<file path="src/rtl/wishbone_mem_router_pkg.sv">
// Shared definitions for the Wishbone memory router.
//   state_t    : router FSM encoding (IDLE=0, ACTIVE=1, ERROR=2, DRAIN=3)
//   MAX_SLAVES : upper bound on the number of slave ports
package wishbone_mem_router_pkg;

    localparam int MAX_SLAVES = 8;

    typedef enum logic [1:0] {
        IDLE   = 2'd0,
        ACTIVE = 2'd1,
        ERROR  = 2'd2,
        DRAIN  = 2'd3
    } state_t;

endpackage

</file>
<file path="src/rtl/wishbone_mem_decoder.sv">
// Combinational address decoder for the Wishbone memory router.
// Ports:
//   adr_i  : master address
//   hit_o  : one-hot slave select, lowest index wins on overlapping windows
//   miss_o : no window contains the address
module wishbone_mem_decoder #(
    parameter int NUM_SLAVES = 2,
    parameter int ADDR_WIDTH = 32,
    parameter logic [NUM_SLAVES*ADDR_WIDTH-1:0] MEM_OFFSET = {32'h0080_0000, 32'h0000_0000},
    parameter logic [NUM_SLAVES*ADDR_WIDTH-1:0] MEM_SIZE   = {32'h0080_0000, 32'h0080_0000}
) (
    input  logic [ADDR_WIDTH-1:0] adr_i,
    output logic [NUM_SLAVES-1:0] hit_o,
    output logic                  miss_o
);

    logic [NUM_SLAVES-1:0] raw_hit;

    genvar gi;
    generate
        for (gi = 0; gi < NUM_SLAVES; gi++) begin : g_win
            // One extra bit so base+size cannot wrap; size 0 never matches.
            logic [ADDR_WIDTH:0] base;
            logic [ADDR_WIDTH:0] limit;
            logic [ADDR_WIDTH:0] adr_ext;
            assign base    = {1'b0, MEM_OFFSET[gi*ADDR_WIDTH +: ADDR_WIDTH]};
            assign limit   = base + {1'b0, MEM_SIZE[gi*ADDR_WIDTH +: ADDR_WIDTH]};
            assign adr_ext = {1'b0, adr_i};
            assign raw_hit[gi] = (adr_ext >= base) && (adr_ext < limit);
        end
    endgenerate

    always_comb begin
        logic taken;
        hit_o = '0;
        taken = 1'b0;
        for (int k = 0; k < NUM_SLAVES; k++) begin
            if (raw_hit[k] && !taken) begin
                hit_o[k] = 1'b1;
                taken    = 1'b1;
            end
        end
    end

    assign miss_o = ~|raw_hit;

endmodule

</file>
<file path="src/rtl/wishbone_mem_router.sv">
// Single-master, N-slave Wishbone memory interconnect.
// The first strobe of a bus cycle is decoded and the winning slave is locked
// until i_m_cyc drops. Decode misses, lock violations and stalled slaves end
// in a one-cycle o_m_err pulse so the master never hangs.
// Ports:
//   clk, rst                        : clock, asynchronous active-high reset
//   i_m_*                           : master request (we/stb/cyc/sel/adr/dat)
//   o_m_dat, o_m_ack, o_m_err       : master response
//   o_m_int                         : OR of all slave interrupts
//   o_s_*                           : per-slave request, packed slice per slave
//   i_s_ack, i_s_int, i_s_dat       : per-slave response
module wishbone_mem_router
    import wishbone_mem_router_pkg::*;
#(
    parameter int NUM_SLAVES = 2,
    parameter int ADDR_WIDTH = 32,
    parameter int DATA_WIDTH = 32,
    parameter logic [NUM_SLAVES*ADDR_WIDTH-1:0] MEM_OFFSET = {32'h0080_0000, 32'h0000_0000},
    parameter logic [NUM_SLAVES*ADDR_WIDTH-1:0] MEM_SIZE   = {32'h0080_0000, 32'h0080_0000},
    parameter int TIMEOUT = 255,
    localparam int SEL_WIDTH = DATA_WIDTH / 8
) (
    input  logic                             clk,
    input  logic                             rst,
    input  logic                             i_m_we,
    input  logic                             i_m_stb,
    input  logic                             i_m_cyc,
    input  logic [SEL_WIDTH-1:0]             i_m_sel,
    input  logic [ADDR_WIDTH-1:0]            i_m_adr,
    input  logic [DATA_WIDTH-1:0]            i_m_dat,
    output logic [DATA_WIDTH-1:0]            o_m_dat,
    output logic                             o_m_ack,
    output logic                             o_m_err,
    output logic                             o_m_int,
    output logic [NUM_SLAVES-1:0]            o_s_we,
    output logic [NUM_SLAVES-1:0]            o_s_cyc,
    output logic [NUM_SLAVES-1:0]            o_s_stb,
    output logic [NUM_SLAVES*SEL_WIDTH-1:0]  o_s_sel,
    output logic [NUM_SLAVES*ADDR_WIDTH-1:0] o_s_adr,
    output logic [NUM_SLAVES*DATA_WIDTH-1:0] o_s_dat,
    input  logic [NUM_SLAVES-1:0]            i_s_ack,
    input  logic [NUM_SLAVES-1:0]            i_s_int,
    input  logic [NUM_SLAVES*DATA_WIDTH-1:0] i_s_dat
);

    localparam int CW = $clog2(TIMEOUT + 1);
    localparam logic [CW-1:0] CNT_MAX = CW'(TIMEOUT);

    generate
        if (NUM_SLAVES < 1 || NUM_SLAVES > MAX_SLAVES) begin : g_bad_slaves
            $error("wishbone_mem_router: NUM_SLAVES out of range");
        end
        if (TIMEOUT < 1 || TIMEOUT > 65535) begin : g_bad_timeout
            $error("wishbone_mem_router: TIMEOUT out of range");
        end
    endgenerate

    state_t                state_q, state_d;
    logic [NUM_SLAVES-1:0] sel_q, sel_d;
    logic [CW-1:0]         cnt_q, cnt_d;

    logic [NUM_SLAVES-1:0] hit;
    logic                  miss;
    logic                  fwd;
    logic                  s_ack;
    logic [DATA_WIDTH-1:0] s_dat;

    wishbone_mem_decoder #(
        .NUM_SLAVES (NUM_SLAVES),
        .ADDR_WIDTH (ADDR_WIDTH),
        .MEM_OFFSET (MEM_OFFSET),
        .MEM_SIZE   (MEM_SIZE)
    ) u_dec (
        .adr_i  (i_m_adr),
        .hit_o  (hit),
        .miss_o (miss)
    );

    // Response from the locked slave.
    always_comb begin
        s_ack = |(i_s_ack & sel_q);
        s_dat = '0;
        for (int k = 0; k < NUM_SLAVES; k++) begin
            if (sel_q[k]) begin
                s_dat = s_dat | i_s_dat[k*DATA_WIDTH +: DATA_WIDTH];
            end
        end
    end

    always_comb begin
        state_d = state_q;
        sel_d   = sel_q;
        cnt_d   = cnt_q;
        fwd     = 1'b0;
        o_m_ack = 1'b0;
        o_m_dat = '0;
        o_m_err = 1'b0;
        unique case (state_q)
            IDLE: begin
                if (i_m_cyc && i_m_stb) begin
                    if (miss) begin
                        state_d = ERROR;
                    end else begin
                        sel_d   = hit;
                        cnt_d   = '0;
                        state_d = ACTIVE;
                    end
                end
            end
            ACTIVE: begin
                if (!i_m_cyc) begin
                    cnt_d   = '0;
                    state_d = IDLE;
                end else if (i_m_stb && (hit != sel_q)) begin
                    // Strobe left the locked window: abort without forwarding.
                    state_d = ERROR;
                end else begin
                    fwd     = 1'b1;
                    o_m_ack = s_ack;
                    o_m_dat = s_ack ? s_dat : '0;
                    if (!i_m_stb || s_ack) begin
                        cnt_d = '0;
                    end else begin
                        if (cnt_q != CNT_MAX) begin
                            cnt_d = cnt_q + CW'(1);
                        end
                        // Leaving at the edge where the count reaches TIMEOUT
                        // drops the slave strobe in the same cycle err rises.
                        if (cnt_d == CNT_MAX) begin
                            state_d = ERROR;
                        end
                    end
                end
            end
            ERROR: begin
                o_m_err = 1'b1;
                cnt_d   = '0;
                state_d = DRAIN;
            end
            DRAIN: begin
                if (!i_m_cyc) begin
                    state_d = IDLE;
                end
            end
            default: state_d = IDLE;
        endcase
    end

    always_ff @(posedge clk or posedge rst) begin
        if (rst) begin
            state_q <= IDLE;
            sel_q   <= '0;
            cnt_q   <= '0;
        end else begin
            state_q <= state_d;
            sel_q   <= sel_d;
            cnt_q   <= cnt_d;
        end
    end

    genvar gi;
    generate
        for (gi = 0; gi < NUM_SLAVES; gi++) begin : g_slv
            logic en;
            assign en          = fwd & sel_q[gi];
            assign o_s_we[gi]  = en & i_m_we;
            assign o_s_cyc[gi] = en & i_m_cyc;
            assign o_s_stb[gi] = en & i_m_stb;
            assign o_s_sel[gi*SEL_WIDTH  +: SEL_WIDTH]  = en ? i_m_sel : '0;
            assign o_s_adr[gi*ADDR_WIDTH +: ADDR_WIDTH] = en ? i_m_adr : '0;
            assign o_s_dat[gi*DATA_WIDTH +: DATA_WIDTH] = en ? i_m_dat : '0;
        end
    endgenerate

    assign o_m_int = |i_s_int;

endmodule
</file>
<file path="config.mk">
export PLATFORM = sky130hd
export DESIGN_NAME = wishbone_mem_router
export DESIGN_NICKNAME = d
export VERILOG_FILES = /design/src/rtl/wishbone_mem_router_pkg.sv /design/src/rtl/wishbone_mem_decoder.sv /design/src/rtl/wishbone_mem_router.sv
export SDC_FILE = /design/constraint.sdc
export NUM_CORES = 1
export LEC_CHECK = 0
export ABC_AREA = 1
export CAP_MARGIN = 5
export CORE_ASPECT_RATIO = 0.7
export CORE_MARGIN = 8
export CORE_UTILIZATION = 23
export CTS_CLUSTER_DIAMETER = 60
export DETAILED_ROUTE_END_ITERATION = 8
export PLACE_DENSITY_LB_ADDON = 0.08
export SLEW_MARGIN = 10
export SYNTH_ARGS = -nofsm -noshare
export SYNTH_HDL_FRONTEND = slang
export SYNTH_SLANG_ARGS = --single-unit
</file>
<file path="constraint.sdc">
create_clock -name clk -period 1.62 [get_ports clk]
set_input_delay 0.324 -clock clk [delete_from_list [all_inputs] [get_ports clk]]
set_output_delay 0.324 -clock clk [all_outputs]
set_load 0.02 [all_outputs]
</file>
==> impl_metrics.toml <==
[detailed_routing]
vias = 4410
finalWirelength_um = 18110
first_pass_iters = 6
via_per_inst = 4.542
drtAntennaViolNets = 0
drtIter0Drc = 202
wl_per_cell_um = 18.65
drc = 0

[clock_network]
cts_root_buffer = "clkbuf_16"
cts_tree = "built"
clkTransAtPathRegs_ns = 0.04
cts.sinks = 12
insertion_delay_ns = 0.24
htreeDepth = 1
hold_buffers = 0
numCtsBuffers = 3
clockBufferDepth = 2

[setup_path]
reg2reg_to = "state_q[0]$_DFFE_PP0P_"
r2r_start = "sel_q[1]$_DFFE_PP0P_"
critPathKind = "reg2out"
critPathRequiredTime_ns = 1.30
cp-end-kind = "output pin"
worstSetupStartpointType = "flop"
crit_path_max_fanout = 17
critPathArrivalTime_ns = 1.87
ff2ff_setup_slack_ns = -0.19
reg2reg_depth = 13

[global_route]
grt_use_total = 0.2416
grt_pass1_wl_um = 26140
grt_pass1_vias = 4575
met2_usage = 0.4776
met1_usage = 0.2388
busiest_layer = "met2"
grt_remaining_overflow = 0
grt_max_degree = 31
antenna_found_initial = 0
grt_util_met3 = 0.06524

[die]
start_util = 0.2313
die_h_um = 100.6
num_io_pins = 318
dieArea_sq_um = 13760
row_count = 31
core_area_sq_um = 10160
fp.dieW_um = 136.8

[placement]
io_buffers = 317
place_hpwl_um = 13980
place_ws_ns = -1.387
finalWeightedCongestion = 0.9141
place_inst = 945

[yosys]
synth_nets = 621
ys_types = 25
yosys_register_bits = 12
syn_area_sq_um = 2351
synth_cells = 479
yosysSeqAreaShare = 0.1277
yosys_warnings = 0
synth.avg_cell_area_sq_um = 4.908

[outcome]
violations = "setup timing"
status = "finished with violations"

[power_and_ir_drop]
ir_drop_uv = 361.3
leakagePower_nw = 3.403
p_per_area_nw_per_um2 = 384.2
total_power_w = 0.002728

[cells_and_area]
finalNonFillerCells = 971
antenna_cells = 0
drive_gt1_frac = 0.4803
nets = 982
syn2layout_area_growth_pct = 202.0

[timing]
period_needed_ns = 2.198
slew_headroom = 0.6692
worst_slew_pin_slew_ns = 0.4957
fin_skew_ns = 0.001412
fin_ws_ns = -0.5784
max_freq_ghz = 0.4549
slew_violations = 0
finalCritPeriodShare = 1.357
finalHoldViolCount = 0
rsz0062_at_grt = "yes"
setup_viol = 187

[flow_run]
maxCapViolations = 0

[worst_hold_path]
hold_path_class = "in2async"
==> final cells by class <==
class | count | area (sq um)
clock buffer | 4 | 88.84
fill | 821 | 3063
inverter | 90 | 377.9
multi-input combinational | 351 | 2464
sequential | 12 | 301.5
tap | 132 | 165.2
timing repair buffer | 382 | 3702
==> synth_stat cells <==
master    number  share of area
a21oi_1       34          0.072
xor2_1         1         0.0037
nand2_2        1         0.0027
nand2_4        1         0.0048
nand3_1       12          0.026
buf_6         18          0.086
or2_2          1         0.0027
inv_2          5         0.0080
nand3_2        1         0.0043
nor2_2         1         0.0027
o21ai_4        1         0.0069
buf_2          2         0.0043
inv_1         83           0.13
nor2_4         2         0.0096
o31ai_1        1         0.0032
nand4_1        4          0.011
nor2_1       157           0.25
inv_4          2         0.0053
dfrtp_1       12           0.13
o21ai_1        9          0.019
xnor2_1        1         0.0037
ha_1           1         0.0053
clkbuf_1       6         0.0096
o21ai_0        4         0.0085
nand2_1      119           0.19
==> placed cells by master, fill, tap and decap left out, drive strengths merged <==
master	n
buf	242
nor2	160
clkdlybuf4s50	133
nand2	121
inv	90
a21oi	34
o21ai	14
nand3	13
dfrtp	12
clkbuf	8
nand4	4
clkdlybuf4s15	2
o31ai	1
xnor2	1
xor2	1
or2	1
ha	1
dlygate4sd2	1
==> sequential cells by signal, indices dropped and copies added, names as in the netlist <==
name     cells
cnt_q        8
sel_q        2
state_q      2
==> metal layers <==
metal / up-vias / part of all wire
met5: - / 0
met4: 0 / 0.028
met3: 33 / 0.086
met2: 192 / 0.54
met1: 2057 / 0.35
li1: 2128 / -
==> how the worst max path moves through the flow <==
stage | from | endpoint | slack (ns) | cells after the start
CTS | sel_q[1]$_DFFE_PP0P_ | o_m_ack | -0.56 | 10
floorplan | i_m_adr[26] | o_s_adr[11] | -0.36 | 10
global placement | i_m_adr[26] | o_s_adr[28] | -1.33 | 12
global route | i_m_adr[28] | o_s_adr[51] | -0.68 | 12
detailed placement | i_m_adr[26] | o_s_adr[7] | -1.39 | 12
finish | sel_q[0]$_DFFE_PP0P_ | o_s_adr[51] | -0.58 | 11
==> cell families (layout without fill, tap and decap cells) <==
| kind of cell | Yosys count | count (layout) | share of synthesized area |
|---|---|---|---|
| simple gates | 299 | 299 | 0.5035 |
| fa+ha+maj | 1 | 1 | 0.005321 |
| buf+inv | 116 | 476 | 0.2459 |
| compound gates | 49 | 49 | 0.1102 |
| xor+xnor | 2 | 2 | 0.007452 |
| flops | 12 | 12 | 0.1277 |
==> critical path: stages, from the launching register on <==
cell	delay, ns
dfrtp_1	0.40
nand2_1	0.09
o21ai_2	0.05
nor2_1	0.10
nand2_1	0.07
nand3_2	0.10
nand2_4	0.08
nor2_4	0.17
inv_8	0.10
buf_12	0.18
nor2_1	0.11
buf_4	0.15
==> report_power, final <==
group          switching [W]  internal, W
Combinational       0.000984     0.000894
Sequential         0.0000193     0.000330
Clock               0.000127     0.000372
==> what timing repair did <==
item | in CTS | in global routing
gates resized for setup | 1001 | 70
pin swaps | 6 | 8
setup buffers | 11 | 2
cloned | 6 | 3
endpoints found under the setup margin | 187 | 187
==> through the flow <==
step	area, sq um	setup TNS, ns	util	hold WS (ns)
finish	7099	-88.49	0.6986	0.4141
global route	7099	-106.64	0.6986	0.4725
CTS	6825	-87.49	0.6716	0.4280
detailed placement	6566	-237.50	0.6461	0.5199
global placement	6566	-230.37	0.6461	0.5167
floorplan	3052	-49.39	-	0.1887
Power figures use the tool's default switching activity.
